## config.mk

```make
export PLATFORM = sky130hd
export DESIGN_NAME = uart_boot_loader
export DESIGN_NICKNAME = d
export VERILOG_FILES = /design/src/rtl/uart_boot_loader.sv
export SDC_FILE = /design/constraint.sdc
export NUM_CORES = 1
export LEC_CHECK = 0
export CORE_ASPECT_RATIO = 1.25
export CORE_UTILIZATION = 30
export CTS_BUF_LIST = sky130_fd_sc_hd__clkbuf_4 sky130_fd_sc_hd__clkbuf_8 sky130_fd_sc_hd__clkbuf_16
export DETAILED_ROUTE_END_ITERATION = 6
export SKIP_CTS_REPAIR_TIMING = 1
export SLEW_MARGIN = 25
export SYNTH_ARGS = -nofsm -noshare
export SYNTH_HDL_FRONTEND = slang
export SYNTH_SLANG_ARGS = --single-unit
```

## constraint.sdc

```tcl
create_clock -name i_clk -period 1.7 [get_ports i_clk]
set_input_delay 0.255 -clock i_clk [delete_from_list [all_inputs] [get_ports i_clk]]
set_output_delay 0.255 -clock i_clk [all_outputs]
set_load 0.1 [all_outputs]
```

## src/rtl/uart_boot_loader.sv

```systemverilog
`default_nettype none
// +----------------------------------------------------------------------------+
// | uart_boot_loader: UART byte stream -> 32-bit BRAM words, holds CPU in reset |
// | Rev 1.0                                                                     |
// +----------------------------------------------------------------------------+
module uart_boot_loader #(
  parameter int          ADDR_W  = 13,
  parameter int          TIMEOUT = 1000000,
  parameter logic [7:0]  MAGIC   = 8'hA5
) (
  input  logic              i_clk,
  input  logic              i_rst_n,
  input  logic              i_boot_en,
  input  logic [7:0]        i_rx_data,
  input  logic              i_rx_valid,
  output logic [ADDR_W-1:0] o_mem_addr,
  output logic [31:0]       o_mem_data,
  output logic [3:0]        o_mem_we,
  output logic              o_cpu_rst,
  output logic              o_busy,
  output logic              o_done,
  output logic              o_err
);

  localparam int                 C_TMR_W    = $clog2(TIMEOUT) + 1;
  localparam logic [C_TMR_W-1:0] C_TMR_LAST = C_TMR_W'(TIMEOUT - 1);
  localparam logic [16:0]        C_MAX_CNT  = 17'(1) << ADDR_W;

  localparam logic [2:0] S_IDLE   = 3'd0;
  localparam logic [2:0] S_LEN_LO = 3'd1;
  localparam logic [2:0] S_LEN_HI = 3'd2;
  localparam logic [2:0] S_DATA   = 3'd3;
  localparam logic [2:0] S_CSUM   = 3'd4;
  localparam logic [2:0] S_DONE   = 3'd5;
  localparam logic [2:0] S_ERR    = 3'd6;

  logic [2:0]         state_q, state_d;
  logic [15:0]        cnt_q, cnt_d;
  logic [7:0]         sum_q, sum_d;
  logic [23:0]        word_q, word_d;
  logic [1:0]         b_q, b_d;
  logic [ADDR_W-1:0]  addr_q, addr_d;
  logic [C_TMR_W-1:0] tmr_q, tmr_d;
  logic               err_q, err_d;
  logic [3:0]         mem_we_q, mem_we_d;
  logic [ADDR_W-1:0]  mem_addr_q, mem_addr_d;
  logic [31:0]        mem_data_q, mem_data_d;

  logic        w_active;
  logic        w_timeout;
  logic        w_magic;
  logic [15:0] w_cnt_full;
  logic [31:0] w_word_full;

  assign w_active    = (state_q == S_LEN_LO) || (state_q == S_LEN_HI) ||
                       (state_q == S_DATA)   || (state_q == S_CSUM);
  assign w_timeout   = w_active && !i_rx_valid && (tmr_q == C_TMR_LAST);
  assign w_magic     = i_boot_en && i_rx_valid && (i_rx_data == MAGIC);
  assign w_cnt_full  = {i_rx_data, cnt_q[7:0]};
  assign w_word_full = {i_rx_data, word_q};

  // State register
  always_ff @(posedge i_clk or negedge i_rst_n) begin
    if (!i_rst_n) begin
      state_q <= S_IDLE;
    end else begin
      state_q <= state_d;
    end
  end

  // Next-state logic
  always_comb begin
    state_d = state_q;
    case (state_q)
      S_IDLE: begin
        if (!i_boot_en)   state_d = S_DONE;
        else if (w_magic) state_d = S_LEN_LO;
      end
      S_LEN_LO: if (i_rx_valid) state_d = S_LEN_HI;
      S_LEN_HI: begin
        if (i_rx_valid) begin
          if ({1'b0, w_cnt_full} > C_MAX_CNT) state_d = S_ERR;
          else if (w_cnt_full == 16'd0)       state_d = S_CSUM;
          else                                state_d = S_DATA;
        end
      end
      S_DATA: begin
        if (i_rx_valid && (b_q == 2'd3) && (cnt_q == 16'd1)) state_d = S_CSUM;
      end
      S_CSUM: begin
        if (i_rx_valid) state_d = (i_rx_data == sum_q) ? S_DONE : S_ERR;
      end
      S_DONE:  state_d = S_DONE;
      S_ERR:   state_d = S_IDLE;
      default: state_d = S_IDLE;
    endcase
    if (w_timeout) state_d = S_ERR;
  end

  // Outputs
  always_comb begin
    o_busy     = (state_q != S_IDLE) && (state_q != S_DONE);
    o_done     = (state_q == S_DONE);
    o_cpu_rst  = (state_q != S_DONE);
    o_err      = err_q;
    o_mem_we   = mem_we_q;
    o_mem_addr = mem_addr_q;
    o_mem_data = mem_data_q;
  end

  // Datapath next values
  always_comb begin
    cnt_d      = cnt_q;
    sum_d      = sum_q;
    word_d     = word_q;
    b_d        = b_q;
    addr_d     = addr_q;
    err_d      = err_q;
    mem_we_d   = 4'h0;
    mem_addr_d = mem_addr_q;
    mem_data_d = mem_data_q;

    if (!w_active || i_rx_valid)   tmr_d = '0;
    else if (tmr_q != C_TMR_LAST)  tmr_d = tmr_q + 1'b1;
    else                           tmr_d = tmr_q;

    case (state_q)
      S_IDLE: begin
        if (w_magic) begin
          err_d = 1'b0;
          sum_d = 8'd0;
        end
      end
      S_LEN_LO: if (i_rx_valid) cnt_d[7:0] = i_rx_data;
      S_LEN_HI: begin
        if (i_rx_valid) begin
          cnt_d  = w_cnt_full;
          addr_d = '0;
          b_d    = 2'd0;
          sum_d  = 8'd0;
        end
      end
      S_DATA: begin
        if (i_rx_valid) begin
          word_d = {i_rx_data, word_q[23:8]};
          sum_d  = sum_q + i_rx_data;
          b_d    = b_q + 1'b1;
          // Fourth byte completes the word; the write pulse appears next cycle
          if (b_q == 2'd3) begin
            mem_we_d   = 4'hF;
            mem_addr_d = addr_q;
            mem_data_d = w_word_full;
            addr_d     = addr_q + 1'b1;
            cnt_d      = cnt_q - 1'b1;
          end
        end
      end
      default: ;
    endcase

    if (state_d == S_ERR) err_d = 1'b1;
  end

  always_ff @(posedge i_clk or negedge i_rst_n) begin
    if (!i_rst_n) begin
      cnt_q      <= '0;
      sum_q      <= '0;
      word_q     <= '0;
      b_q        <= '0;
      addr_q     <= '0;
      tmr_q      <= '0;
      err_q      <= 1'b0;
      mem_we_q   <= 4'h0;
      mem_addr_q <= '0;
      mem_data_q <= '0;
    end else begin
      cnt_q      <= cnt_d;
      sum_q      <= sum_d;
      word_q     <= word_d;
      b_q        <= b_d;
      addr_q     <= addr_d;
      tmr_q      <= tmr_d;
      err_q      <= err_d;
      mem_we_q   <= mem_we_d;
      mem_addr_q <= mem_addr_d;
      mem_data_q <= mem_data_d;
    end
  end

endmodule
`default_nettype wire
```

=== After elaboration in Yosys (flattened, before gate mapping) ===
Index checks and enable logic that the tools add are counted.
W data, S select, Z words.

* Register bits after elaboration: 137
* Input port bits: 12
* Output and inout bits: 53

* Add/subtract/negate cells: 5
* Magnitude comparators: 1
* Mux-type cells: 36
* Bitwise logic cells: 1
* Reductions and logical operators: 29
* Equal/unequal tests: 18

{| class="wikitable"
|+ Operator list
! cell !! count
|-
| $mux W16 || 3
|-
| $pmux W8 S3 || 2
|-
| $mux W21 || 2
|-
| $mux W13 || 3
|-
| $mux W8 || 4
|-
| $mux W3 || 9
|-
| $pmux W13 S2 || 1
|-
| $add A21 B1 Y21 const B || 1
|-
| $eq A21 B20 Y1 const B || 1
|-
| $ne A21 B20 Y1 const B || 1
|-
| $pmux W3 S6 || 1
|-
| $eq A16 B1 Y1 const B || 1
|-
| $gt A16 B14 Y1 const B || 1
|-
| $logic_not A16 Y1 || 1
|-
| $pmux W8 S2 || 1
|-
| $sub A16 B1 Y16 const B || 1
|-
| $add A13 B1 Y13 const B || 1
|-
| $mux W4 || 3
|-
| $reduce_bool A2 Y1 || 5
|-
| $eq A3 B3 Y1 const B || 3
|-
| $add A8 B8 Y8 || 1
|-
| $eq A8 B8 Y1 || 1
|-
| $eq A8 B8 Y1 const B || 1
|-
| $ne A2 B2 Y1 const B || 4
|-
| other kinds (19) || 38
|}

=== Depth between registers and ports, before layout ===
Gate-level depths: netlist (run 1).

* Depth after elaboration: 10
* Depth in mapped cells: 8
* Gate-level depth less buffers: 8

=== Least setup slack after synthesis (run 1) ===
No wires, ideal clock.

* Path kind: register -> output
* From: register state_q[0]
* To: output o_done
* Data required time: 1445 ps
* Setup slack: -1051 ps
* Arrival time: 2496 ps
* Stages on the path, launching flop included: 4
* Cell sequence: dfrtp_1 -> clkbuf_1 -> nand3_1 -> inv_1

* Cells in the longest elaborated chain, start to end: 1

{| class="wikitable"
|+ Ends and longest elaborated chain
! item !! RTL line !! text
|-
| from (decl) || 37 || <nowiki>logic [2:0] state_q, state_d;</nowiki>
|-
| from (signal assigned) || 67 || <nowiki>state_q <= state_d;</nowiki>
|-
| $eq A3 B3 Y1 || 103 || <nowiki>o_done = (state_q == S_DONE);</nowiki>
|-
| to (decl) || 21 || <nowiki>output logic o_done,</nowiki>
|}

No other way between the ends.

=== Worst setup path after layout (run 1) ===
* From: register sum_q[6]
* To: register err_q (netlist: o_err)

* Cells in the longest elaborated chain, start to end: 8
* Elaborated cells on any way between the ends: 10
* Classes of those cells: eq/ne (2); mux (5); reduce/logical (3)

{| class="wikitable"
|+ Ends and longest elaborated chain
! item !! RTL line !! text
|-
| from (decl) || 39 || <nowiki>logic [7:0] sum_q, sum_d;</nowiki>
|-
| from (signal assigned) || 178 || <nowiki>sum_q <= sum_d;</nowiki>
|-
| $eq A8 B8 Y1 * || 91 || <nowiki>if (i_rx_valid) state_d = (i_rx_data == sum_q) ? S_DONE : S_ERR;</nowiki>
|-
| $mux W2 * || 91 ||
|-
| $mux W3 * || 91 ||
|-
| $pmux W3 S6 * || 74 || <nowiki>case (state_q)</nowiki>
|-
| $mux W3 * || 97 || <nowiki>if (w_timeout) state_d = S_ERR;</nowiki>
|-
| via state_d[1] || 37 ||
|-
| $eq A3 B3 Y1 * || 161 || <nowiki>if (state_d == S_ERR) err_d = 1'b1;</nowiki>
|-
| $reduce_bool A2 Y1 (no source line) || -- ||
|-
| $reduce_and A2 Y1 (no source line) || -- ||
|-
| to (signal assigned) || 183 || <nowiki>err_q <= err_d;</nowiki>
|-
| to (decl) || 44 || <nowiki>logic err_q, err_d;</nowiki>
|}

Mark *: on every way through the listed nets, which the timed path passes. The rest lies on a longest branch.
A chain may end at the register's enable or synchronous reset.

==> flow_summary.toml, run 1 <==
[critical_path]
crit_path_start = "sum_q[6]"
critical_path.most_common_cell = "nor4_4"
crit_buf_inv = 0
critical_path.max_stage_delay_ns = 0.41
slowest_stage = "dfrtp_1"
crit_path_max_fanout = 2
critPathArrivalTime_ns = 2.19
worstSetupPathType = "flop to flop"
path_delay_family = "simple AND/OR/NAND/NOR gates"
path_cells = "ha_4, nor4_4, nand2_1, nor4_4, o41a_1, o211ai_1, a22o_1"
cp-start-kind = "flop"
crit_path_end_kind = "flop"
reg2reg_from = "sum_q[6]"
required_ns = 2.01

[placement]
dp_hpwl_mm = 11.0
port_buffers = 64
place.gp.congestion = 0.850
place_area_sq_mm = 0.00865
dp_cells = 994
post-place-ws_ns = -0.716

[yosys]
synth_seq_area_share_pct = 52.4
synth-compound-area-share_pct = 8.37
yosysTopAreaCell = "dfrtp_1"
yosysUniqueCellTypes = 56
synth_fa_ha_area_share_pct = 2.85
yosys.area_share.xor_xnor_pct = 4.93
synth_fp_nets = 607
synthSimpleGateAreaFrac_pct = 15.8
ys_top_cells_by_area = "dfrtp_1 (52%), mux2_2 (10%), nor2_1 (3.3%)"
async_flop_share_pct = 100
ys_seq_elements = 134
synth_edf_count = 0
synth_area_per_cell_sq_um = 11.0
yosys_warnings = 0
synthMuxAreaShare_pct = 12.5
netlist_instances = 581
netlist_area_sq_mm = 0.00640
yosys_most_used_dff = "dfrtp_1"
synth_top_family_by_area = "simple AND/OR/NAND/NOR gates"
yosys.area.top_type_share_pct = 52.4

[clock_network]
clock-sinks = 134
clock_path_buffers = 2
cts_tree = "built"
clock_latency_ns = 0.42
cts_buffers = 17
htreeDepth = 4
clockRootBuffer = "clkbuf_16"
cts.clk_slew.worst_paths_ns = 0.06

[global_route]
grt_pass1_vias = 5091
grt_pass1_wl_mm = 25.8
grt_overflow = 0
grt_start_max_net_pins = 44
antenna_found_initial = 0
grt_usage_pct = 15.1

[finish]
fin_area_sq_mm = 0.00974
drive_gt1_share_pct = 41.4
syn_to_final_growth_pct = 52.2
nets = 782
multiInputGateArea_sq_mm = 0.00313
utilization_pct = 46.6
nFillCells = 1848
final-seq-area_sq_mm = 0.00336
n_antenna_cell = 0
final_cells = 1043

[floorplanning]
coreArea_sq_mm = 0.0209
die_y_um = 165
ioPinCount = 65
initial_utilization_pct = 30.6
die-area_sq_mm = 0.0219
row_count = 59
die_x_um = 133

[hold_path]
hp-class = "input port to async pin"

[drt]
viasPerCell = 4.83
dr.pass1.iters = 6
route.detailed.drc = 0
drt-initial-drc-count = 268
antenna_left = 0
wirelength_mm = 16.2
wl_per_cell_um = 15.5
num_vias = 5036

[timing]
worst_pin_slew_ns = 0.458
tns_ns = -2.85
slew_headroom_pct = 69.5
hold_violations = 0
slew_viol_final = 0
skew_ns = 0.00744
grt_setup_unrepaired = "true"
whs_ns = 0.333
period_needed_ns = 1.88
min_period_over_period_pct = 111
finalSetupViolCount = 47
worst_slack_ns = -0.184
max_freq_ghz = 0.531

[job]
drv_cap = 0

[pwr]
p_leak_nw = 4.35
power.total_mw = 12.7
power_density_mw_per_mm2 = 1300
ir_drop_mv = 0.741

[status]
violations = "setup timing"
status = "finished with violations"
[placed cells by master (no fill, tap or decap), drive strengths merged, types with 3 or more instances in the layout]
cell type / synthesis / routed
nand2: 45 / 45
ha: 13 / 13
o21ai: 38 / 38
xor2: 20 / 20
a31oi: 3 / 3
and4: 3 / 3
clkinvlp: 0 / 3
mux2: 70 / 70
nand4: 12 / 12
buf: 21 / 172
and3: 4 / 4
nand3: 18 / 18
or3: 8 / 8
o22a: 3 / 3
clkinv: 0 / 3
nor3: 17 / 17
o211ai: 3 / 3
xnor2: 16 / 16
clkbuf: 9 / 22
inv: 8 / 11
a21oi: 27 / 27
clkdlybuf4s50: 0 / 10
nand3b: 3 / 3
bufinv: 0 / 4
nor2: 58 / 58
nand2b: 7 / 7
dfrtp: 134 / 134
a22oi: 4 / 4
nor4: 11 / 11
[final cells by class]
cell class	instances	area share, %
Sequential cell	134	34.5
Multi-Input combinational cell	409	32.1
Timing Repair Buffer	186	23.0
Clock buffer	19	4.59
Tap cell	274	3.52
Clock inverter	13	1.98
Inverter	8	0.373
[per-layer routing]
layer	share of wire, %	wire length [um]	global-route usage, %	up-vias
met3	3.1	504	3.51	24
met4	2.4	393	6.74	0
met5	0	0	0	-
met2	52	8360	26.4	76
li1	-	-	-	2423
met1	43	6950	17.8	2513
[logic make-up (layout without fill, tap and decap cells)]
| family | count (synthesis) | after routing |
|---|---|---|
| AOI/OAI and AO/OA | 91 | 91 |
| xor gates and xnor gates | 36 | 36 |
| adders and majority gates | 14 | 14 |
| buffers and inverters | 38 | 226 |
| DFF | 134 | 134 |
| muxes | 71 | 71 |
| and+or+nand+nor | 197 | 197 |
[flip-flops by register name, summed over array words and instances (netlist names), 3 cells and up]
name and cells:
tmr_q 21, cnt_q 16, state_q 3, addr_q 13, sum_q 8, o_mem_addr 13
word_q 24, o_mem_data 32
[final timing paths]
check                           cells past startpoint            end  slack (ns)
worst max-delay path                                7          o_err       -0.18
worst min-delay path                                2  o_mem_data[4]        0.33
worst max register to register                      7          o_err       -0.18
worst min register to register                      1  o_mem_data[7]        0.49
max in group asynchronous                           3     word_q[21]        0.75
min in group i_clk                                  1  o_mem_data[7]        0.49
[report_power, final]
| group | total (mW) | internal [mW] | leakage [nW] | switching [mW] |
|---|---|---|---|---|
| Sequential | 4.37 | 3.80 | 1.81 | 0.569 |
| Clock | 4.00 | 2.53 | 0.308 | 1.47 |
| Combinational | 4.28 | 1.97 | 2.23 | 2.31 |
[worst reg2reg max path, delay by kind of cell, from the launching register on]
family                   cells  cell delay, ns
AND/OR/NAND/NOR              3            0.66
adder cells (fa/ha/maj)      1            0.24
flip-flops                   1            0.41
AO/OA/AOI/OAI                3            0.47
[synth_stat cells (2+ instances only)]
library cell,count
mux2_1,13
o22a_1,3
dfrtp_1,134
or4_4,2
clkbuf_1,9
mux2_2,57
nand4_1,12
a22oi_1,4
nor2_1,57
buf_6,4
nor3_1,16
nor4_1,9
buf_4,3
inv_1,8
xor2_1,20
o31ai_1,2
a21oi_1,27
ha_1,13
nor4_4,2
and4_1,3
or3_1,8
a31oi_1,3
o21ai_0,36
a211oi_1,2
buf_2,14
o211ai_1,3
o21ai_1,2
and3_1,4
nand3b_1,3
nand3_1,18
nor3b_1,2
nand2_1,44
nand2b_1,6
xnor2_1,16
No activity file was read; power rests on OpenSTA's default activity.
==> run 2: changes to the inputs <==
--- a/config.mk
+++ b/config.mk
@@ -8,6 +8,7 @@
 export CORE_ASPECT_RATIO = 1.25
 export CORE_UTILIZATION = 30
 export CTS_BUF_LIST = sky130_fd_sc_hd__clkbuf_4 sky130_fd_sc_hd__clkbuf_8 sky130_fd_sc_hd__clkbuf_16
+export CTS_CLUSTER_DIAMETER = 100
 export DETAILED_ROUTE_END_ITERATION = 6
 export SKIP_CTS_REPAIR_TIMING = 1
 export SLEW_MARGIN = 25
==> results of run 2 <==
No change in the layout: final DEF, timing and power equal those of run 1.
==> run 3: changes to the inputs <==
--- a/config.mk
+++ b/config.mk
@@ -10,6 +10,7 @@
 export CTS_BUF_LIST = sky130_fd_sc_hd__clkbuf_4 sky130_fd_sc_hd__clkbuf_8 sky130_fd_sc_hd__clkbuf_16
 export CTS_CLUSTER_DIAMETER = 100
 export DETAILED_ROUTE_END_ITERATION = 6
+export HOLD_SLACK_MARGIN = 0.1
 export SKIP_CTS_REPAIR_TIMING = 1
 export SLEW_MARGIN = 25
 export SYNTH_ARGS = -nofsm -noshare
==> results of run 3 <==
No change in the layout: final DEF, timing and power equal those of run 1.
